`config.mk`:
```
export PLATFORM = sky130hd
export DESIGN_NAME = decode_pipe_buffer
export DESIGN_NICKNAME = d
export VERILOG_FILES = /design/src/rtl/decode_pipe_buffer_pkg.sv /design/src/rtl/decode_pipe_buffer_sync_fifo_ctrl.sv /design/src/rtl/decode_pipe_buffer.sv
export SDC_FILE = /design/constraint.sdc
export NUM_CORES = 1
export LEC_CHECK = 0
export ABC_AREA = 0
export CORE_AREA = 3 3 130 132
export DETAILED_ROUTE_END_ITERATION = 6
export DIE_AREA = 0 0 133 135
export PLACE_DENSITY_LB_ADDON = 0.15
export SYNTH_ARGS = -nofsm -noshare
export SYNTH_HDL_FRONTEND = slang
export SYNTH_SLANG_ARGS = --single-unit
export TNS_END_PERCENT = 10
```
`constraint.sdc`:
```
create_clock -name clk -period 4.56 [get_ports clk]
set_clock_uncertainty 0.1 [all_clocks]
set_input_delay 0.912 -clock clk [delete_from_list [all_inputs] [get_ports clk]]
set_output_delay 0.912 -clock clk [all_outputs]
set_load 0.005 [all_outputs]
```
`src/rtl/decode_pipe_buffer_pkg.sv`:
```
// Shared fetch/decode types and constants for the stage buffers.
package decode_pipe_buffer_pkg;

  localparam int WORD_W     = 32;
  localparam int PC_STEP    = 4;
  localparam int ALIGN_BITS = 2;

  typedef logic [WORD_W-1:0] word_t;

  typedef struct packed {
    word_t pc;
    word_t instr;
  } fetch_entry_t;

endpackage

```
`src/rtl/decode_pipe_buffer_sync_fifo_ctrl.sv`:
```
// Pointer/occupancy control for a small power-of-two FIFO with flush.
module sync_fifo_ctrl #(
  parameter int DEPTH = 2,
  parameter int PW    = $clog2(DEPTH)
) (
  input  logic          clk,
  input  logic          reset,
  input  logic          flush,
  input  logic          push_valid,
  input  logic          pop_ready,
  output logic          push_ready,
  output logic          pop_valid,
  output logic          push_en,
  output logic [PW-1:0] wptr,
  output logic [PW-1:0] rptr,
  output logic [PW:0]   count
);

  localparam logic [PW:0] FULL_COUNT = (PW+1)'(DEPTH);

  logic [PW-1:0] wptr_q, wptr_d;
  logic [PW-1:0] rptr_q, rptr_d;
  logic [PW:0]   count_q, count_d;
  logic          pop_en;

  // Ready comes only from registered occupancy, so a same-cycle pop never frees a slot early.
  assign push_ready = !reset && (count_q != FULL_COUNT);
  assign pop_valid  = (count_q != '0);
  assign push_en    = push_valid && push_ready && !flush;
  assign pop_en     = pop_valid && pop_ready && !flush;

  always_comb begin
    wptr_d  = wptr_q;
    rptr_d  = rptr_q;
    count_d = count_q;
    if (flush) begin
      wptr_d  = '0;
      rptr_d  = '0;
      count_d = '0;
    end else begin
      if (push_en) wptr_d = wptr_q + PW'(1);
      if (pop_en)  rptr_d = rptr_q + PW'(1);
      count_d = count_q + (PW+1)'(push_en) - (PW+1)'(pop_en);
    end
  end

  always_ff @(posedge clk) begin
    if (reset) begin
      wptr_q  <= '0;
      rptr_q  <= '0;
      count_q <= '0;
    end else begin
      wptr_q  <= wptr_d;
      rptr_q  <= rptr_d;
      count_q <= count_d;
    end
  end

  assign wptr  = wptr_q;
  assign rptr  = rptr_q;
  assign count = count_q;

endmodule

```
`src/rtl/decode_pipe_buffer.sv`:
```
// Fetch-to-decode buffer: queues (pc, instr) pairs and presents the head with pc+4 and misalignment flag.
module decode_pipe_buffer
  import decode_pipe_buffer_pkg::*;
#(
  parameter int DEPTH      = 2,
  parameter int WORD_WIDTH = WORD_W
) (
  input  logic                     clk,
  input  logic                     reset,
  input  logic                     in_valid,
  output logic                     in_ready,
  input  logic [WORD_WIDTH-1:0]    in_pc,
  input  logic [WORD_WIDTH-1:0]    in_instr,
  input  logic                     flush,
  output logic                     out_valid,
  input  logic                     out_ready,
  output logic [WORD_WIDTH-1:0]    out_pc,
  output logic [WORD_WIDTH-1:0]    out_instr,
  output logic [WORD_WIDTH-1:0]    out_pcplus4,
  output logic                     out_addr_err,
  output logic [$clog2(DEPTH):0]   out_count
);

  localparam int PW = $clog2(DEPTH);

  logic          push_en;
  logic [PW-1:0] wptr;
  logic [PW-1:0] rptr;

  logic [WORD_WIDTH-1:0] pc_mem_q    [DEPTH];
  logic [WORD_WIDTH-1:0] pc_mem_d    [DEPTH];
  logic [WORD_WIDTH-1:0] instr_mem_q [DEPTH];
  logic [WORD_WIDTH-1:0] instr_mem_d [DEPTH];

  sync_fifo_ctrl #(
    .DEPTH (DEPTH),
    .PW    (PW)
  ) u_ctrl (
    .clk        (clk),
    .reset      (reset),
    .flush      (flush),
    .push_valid (in_valid),
    .pop_ready  (out_ready),
    .push_ready (in_ready),
    .pop_valid  (out_valid),
    .push_en    (push_en),
    .wptr       (wptr),
    .rptr       (rptr),
    .count      (out_count)
  );

  always_comb begin
    pc_mem_d    = pc_mem_q;
    instr_mem_d = instr_mem_q;
    if (push_en) begin
      pc_mem_d[wptr]    = in_pc;
      instr_mem_d[wptr] = in_instr;
    end
  end

  // Storage is deliberately left unreset; out_valid masks stale contents.
  always_ff @(posedge clk) begin
    pc_mem_q    <= pc_mem_d;
    instr_mem_q <= instr_mem_d;
  end

  assign out_pc       = out_valid ? pc_mem_q[rptr]    : '0;
  assign out_instr    = out_valid ? instr_mem_q[rptr] : '0;
  assign out_pcplus4  = out_valid ? (pc_mem_q[rptr] + WORD_WIDTH'(PC_STEP)) : '0;
  assign out_addr_err = |out_pc[ALIGN_BITS-1:0];

endmodule

```
==> impl_metrics.yaml, run 1 <==
logic_synthesis:
  synthArstFlopShare_pct: 0
  synthDistinctLibCells: 41
  synth_fp_nets: 538
  syn_inst: 466
  ys_ff_latch: 132
  yosys_most_used_dff: "edfxtp_1"
  seq_area_frac_synth_pct: 65.2
  syn_area_per_cell_um2: 12.9
  synth.top_cell.area_share_pct: 63.8
  synth_edf_count: 128
  synthTopCellsByCount: "edfxtp_1 (128), nor2_1 (83), mux2i_1 (53), nand2_1 (28), nand3_1 (15)"
  ys_warn_count: 0
  synth_most_common_cell: "edfxtp_1"
  synth_area_leaders: "edfxtp_1 (64%), mux2i_1 (8.8%), nor2_1 (5.2%)"
  syn-cell-area_mm2: 0.00602
  synth_top_cell_by_area: "edfxtp_1"
routing:
  drc_errors: 0
  drt_iter0_markers: 169
  wl_per_cell_um: 16.3
  vias: 4211
  antenna_left: 0
  drt_first_pass_iters: 4
  drt_wl_total_mm: 14.1
  via_per_inst: 4.85
sta:
  setup_viol: 0
  hold_ws_ns: 0.487
  layout_worst_path_cycle_share_pct: 95.7
  fin_setup_tns_ns: 0
  hold_viol: 0
  worst_pin_slew_ns: 0.948
  rsz0062_at_grt: "no"
  slew_headroom_pct: 36.8
  fmaxAchievable_mhz: 229
  worst_slack_ns: 0.197
  drv_slew: 0
  fin_crit_ns: 4.36
pwr:
  comb_power_share_pct: 6.7
  p_clk_share_pct: 43.7
  power_density_mw_per_mm2: 322
  netSwitchingFraction_pct: 21.6
  pwr-share-seq_pct: 49.5
  switching_power_mw: 0.595
  power.leakage_nw: 2.72
  internal-power_mw: 2.15
  peakVddDrop_mv: 0.223
clock_tree:
  cts_tree: "built"
  clock_path_buffers: 2
  cts_max_level: 4
  cts_root_buffer: "clkbuf_16"
  clock_sinks: 132
  cts_made_buffers: 17
  cts_hold_buffers: 0
  clk_pin_slew_ns: 0.06
  clkLatencyLatePin_ns: 0.41
placement:
  post-dp-hpwl_mm: 9.84
  place_area_mm2: 0.00797
  portBuffers: 169
  placed_cells: 835
  place_ws_ns: 0.417
  gp_congestion: 0.825
floorplanning:
  initial_core_util_pct: 38.0
  die_area_mm2: 0.0180
  ios: 170
  fp-row-count: 46
  fp.dieH_um: 135
  die_width_um: 133
  design.core.area_mm2: 0.0158
final_layout:
  n_fill_cell: 1336
  multi_input_area_mm2: 0.00200
  drive_above_1_share_pct: 8.76
  stdcell_count: 868
  design_area_mm2: 0.00853
  nets: 710
  syn2layout_area_growth_pct: 41.6
  seqCellArea_mm2: 0.00393
global_routing:
  grt_overflow: 0
  grt_usage_pct: 15.9
  grt_pass1_wl_mm: 22.2
  grt_pass1_vias: 4277
  antenna_found_initial: 1
  grt_start_max_net_pins: 85
setup_path:
  r2r_slack_ns: 2.33
  crit_path_start_kind: "flop"
  crit_path_end_kind: "output port"
  critPathArrivalTime_ns: 3.35
  crit_type: "flop to output port"
  worst_ep_required_time_ns: 3.55
  path_max_fanout: 21
status:
  status: "finished clean"
min_path:
  hold_class: "flop to flop"
run:
  maxCapViolCount: 0
==> path summary, 6_finish.rpt <==
path / start / to / cells past startpoint
setup / recovery: u_ctrl.rptr$_SDFFE_PP0P_ / out_pcplus4[30] / 8
hold reg to reg: u_ctrl.wptr$_SDFFE_PP0P_ / u_ctrl.wptr$_SDFFE_PP0P_ / 2
hold / removal: u_ctrl.wptr$_SDFFE_PP0P_ / u_ctrl.wptr$_SDFFE_PP0P_ / 2
setup reg to reg: u_ctrl.count[0]$_SDFF_PP0_ / instr_mem_q[44]$_DFFE_PP_ / 4
==> state kept, by name, summed over array words and instances (netlist names) <==
register      flops
instr_mem_q      64
pc_mem_q         64
u_ctrl.count      2
u_ctrl.rptr       1
u_ctrl.wptr       1
==> stage by stage <==
stage | power, mW | util (%)
floorplan | 1.45 | -
global placement | 1.57 | 50.4
detailed placement | 1.57 | 50.4
CTS | 2.77 | 53.8
global route | 2.86 | 53.9
finish | 2.75 | 53.9
==> final cells by class <==
cell class / count / share of cell area (%)
Timing Repair Buffer: 176 / 20.8
Antenna cell: 1 / 0.0293
Sequential cell: 132 / 46.1
Clock inverter: 15 / 1.32
Clock buffer: 17 / 4.99
Inverter: 3 / 0.132
Multi-Input combinational cell: 308 / 23.5
Tap cell: 216 / 3.17
==> worst max-delay path, stage by stage, from the launching register on <==
cell and delay (ns):
dfxtp_4 0.52, mux2_2 0.24, ha_1 0.22, nand2_1 0.09, o22ai_2 0.32, nand4_1 0.37, nor3_1 0.35, mux2_2 0.37
clkdlybuf4s50_1 0.45
==> layout by cell type, fill, tap and decap left out, types with 2 or more instances in the layout <==
| master | n |
|---|---|
| nand2b_1 | 3 |
| mux2_2 | 9 |
| nand3b_1 | 10 |
| clkinv_4 | 3 |
| edfxtp_1 | 128 |
| mux2i_1 | 53 |
| o31a_1 | 2 |
| nand4_1 | 6 |
| and2_1 | 8 |
| o31ai_1 | 2 |
| xor2_1 | 7 |
| nor4_1 | 4 |
| xnor2_1 | 11 |
| a21oi_1 | 13 |
| o21ai_0 | 8 |
| a31oi_1 | 2 |
| nand3_1 | 15 |
| dfxtp_1 | 3 |
| clkinvlp_4 | 9 |
| nor3_1 | 13 |
| nor2_1 | 82 |
| clkbuf_16 | 17 |
| a32oi_1 | 3 |
| nor2b_1 | 4 |
| o22ai_1 | 2 |
| nand4_2 | 2 |
| nand2_1 | 28 |
| buf_4 | 5 |
| ha_1 | 3 |
| inv_1 | 3 |
| o21a_1 | 2 |
| a22oi_1 | 3 |
| clkinv_2 | 2 |
| clkdlybuf4s50_1 | 169 |
==> routing by layer <==
metal	GRT usage [%]	share of wire, %
met2	25.8	48
met3	5.51	7.3
met4	4.85	1.1
met5	0	0.13
met1	20.1	44
==> repair_timing <==
item,in CTS,in global routing
pin swaps,1,0
setup endpoints to repair,1,1
endpoints found under the hold margin,0,0
gates cloned,0,0
buffers inserted,0,0
gates resized for setup,1,1
==> kinds of logic after synthesis <==
group | count (synthesis) | synth area share (%)
AO/OA/AOI/OAI | 42 | 4.47
XOR/XNOR | 18 | 2.62
adder cells (fa/ha/maj) | 3 | 0.623
buffers and inverters | 26 | 1.99
flip-flops | 132 | 65.2
multiplexers | 63 | 10.7
AND/OR/NAND/NOR | 182 | 14.5
==> power by group through the flow <==
stage	logic, mW	clock network (mW)	registers, mW
6_report	0.184	1.20	1.36
5_1_grt	0.200	1.29	1.36
4_1_cts	0.187	1.23	1.36
3_5_place_dp	0.186	0	1.39
3_3_place_gp	0.183	0	1.39
2_1_floorplan	0.0630	0	1.39
No activity file was read; power rests on OpenSTA's default activity.
==> inputs of run 2 (changes only) <==
- CTS_CLUSTER_SIZE: unset -> 40
- PLACE_DENSITY: unset -> 0.71
- PLACE_DENSITY_LB_ADDON: 0.15 -> unset
==> run 2 against run 1 <==
Compared with the run above:
- hold slack better by 0.0066 ns
- power grew 1.9%
- sequential cell count unchanged
- global-route usage rose by 0.68 points
- first-iteration DRC count is 34% higher
- clock-buffer cell count up 2
- non-clock buffer count is 3 higher
- critical path type unchanged
- largest power group unchanged
==> impl_metrics.yaml, run 2 (synthesis results as in run 1) <==
status:
  status: "finished clean"
global_routing:
  grt_overflow: 0
  grt_pass1_wl_mm: 23.0
  grt_usage_pct: 16.6
  grt_pass1_vias: 4359
  grt_start_max_net_pins: 65
  antenna_found_initial: 1
min_path:
  hold-path-cell-count: 2
  hold_class: "flop to flop"
final_layout:
  nets: 713
  syn2layout_area_growth_pct: 41.7
  final_common_cell: "clkdlybuf4s50_1"
  final_cell_mix: "clkdlybuf4s50_1 (169), edfxtp_1 (128), nor2_1 (82)"
  drive_above_1_share_pct: 8.26
floorplanning:
  fp-row-count: 46
  design.core.area_mm2: 0.0158
  die_width_um: 133
  initial_core_util_pct: 38.0
  die_area_mm2: 0.0180
  ios: 170
  fp.dieH_um: 135
setup_path:
  crit_path_end_kind: "output port"
  critPathArrivalTime_ns: 3.34
  reg2reg_depth: 10
  crit_type: "flop to output port"
  path_max_fanout: 26
  worst_ep_required_time_ns: 3.55
  crit_path_start_kind: "flop"
pwr:
  p_total_mw: 2.80
  comb_power_share_pct: 6.6
  internal-power_mw: 2.25
  pwr-share-seq_pct: 48.7
  power.leakage_nw: 2.75
  switching_power_mw: 0.552
  p_clk_share_pct: 44.7
  netSwitchingFraction_pct: 19.7
  peakVddDrop_mv: 0.248
  power_density_mw_per_mm2: 328
sta:
  fmaxAchievable_mhz: 230
  fin_crit_ns: 4.35
  slew_headroom_pct: 41.6
  drv_slew: 0
  setup_viol: 0
  rsz0062_at_grt: "no"
  fin_setup_tns_ns: 0
  worst_pin_slew_ns: 0.875
  hold_viol: 0
  layout_worst_path_cycle_share_pct: 95.4
routing:
  vias: 4399
  drt_wl_total_mm: 14.9
  wl_per_cell_um: 17.2
  via_per_inst: 5.05
  drc_errors: 0
  drt_iter0_markers: 227
  antenna_left: 0
  drt_first_pass_iters: 5
run:
  maxCapViolCount: 0
clock_tree:
  clock_path_buffers: 2
  postCtsSetupBuffers: 0
  cts_resized: 0
  cts_tree: "built"
  clkLatencyLatePin_ns: 0.41
  cts_root_buffer: "clkbuf_16"
  cts_hold_buffers: 0
  cts_max_level: 4
  cts_made_buffers: 17
  clock_sinks: 132
  clk_pin_slew_ns: 0.05
placement:
  gp_congestion: 0.832
  post-dp-hpwl_mm: 10.4
  portBuffers: 169
[run 2: changes by cell type in the layout (fill, tap and decap cells not counted), sizes merged]
| cell | before | now |
|---|---|---|
| bufinv | 0 | 2 |
| clkbuf | 17 | 19 |
| clkinv | 5 | 9 |
| buf | 7 | 10 |
| inv | 4 | 3 |
| clkinvlp | 9 | 2 |
[run 2: cell type report]
class / count / area [µm²]
fillers: 1308 / 7290
flip-flops and latches: 132 / 3930
multi-input cells: 308 / 1990
repair buffers: 179 / 1780
clock buffers: 19 / 433
well taps: 216 / 270
clock inverters: 13 / 116
inverters: 3 / 11.3
diodes: 1 / 2.50
[run 2: worst max-delay path, cell delays in order, from the launching register on]
cell and delay, ns:
dfxtp_4 0.53, mux2_2 0.25, ha_1 0.23, nand2_1 0.07
o22ai_1 0.25, nand4_1 0.35, nor3_1 0.39, mux2_2 0.38
clkdlybuf4s50_1 0.46
[run 2: worst paths after layout]
| check | start | endpoint | slack (ns) |
|---|---|---|---|
| max | u_ctrl.rptr$_SDFFE_PP0P_ | out_pcplus4[30] | 0.21 |
| min reg2reg | u_ctrl.wptr$_SDFFE_PP0P_ | u_ctrl.wptr$_SDFFE_PP0P_ | 0.49 |
| min | u_ctrl.wptr$_SDFFE_PP0P_ | u_ctrl.wptr$_SDFFE_PP0P_ | 0.49 |
| max reg2reg | u_ctrl.count[1]$_SDFF_PP0_ | u_ctrl.count[1]$_SDFF_PP0_ | 1.87 |
[run 2: through the flow]
stage	utilization (%)	area [µm²]	setup slack [ns]	hold WS (ns)	instances
global placement	50.3	7960	0.492	0.478	837
floorplan	-	6020	0.471	0.438	466
finish	53.9	8530	0.208	0.493	871
CTS	53.8	8510	0.0202	0.493	869
detailed placement	50.3	7960	0.482	0.484	837
global route	53.9	8530	0.0441	0.526	870
[run 2: power groups by stage]
stage | registers, mW | logic (mW) | clock network (mW)
4_1_cts | 1.36 | 0.186 | 1.28
5_1_grt | 1.36 | 0.200 | 1.34
3_3_place_gp | 1.39 | 0.181 | 0
6_report | 1.36 | 0.185 | 1.25
3_5_place_dp | 1.39 | 0.184 | 0
2_1_floorplan | 1.39 | 0.0630 | 0
[run 2: per-layer routing]
layer | global-route usage, % | vias up | routed length, µm
met2 | 27.3 | 197 | 7310
li1 | - | 2077 | -
met1 | 19.9 | 2095 | 6050
met5 | 0 | - | 13
met3 | 5.70 | 28 | 1280
met4 | 6.99 | 2 | 303
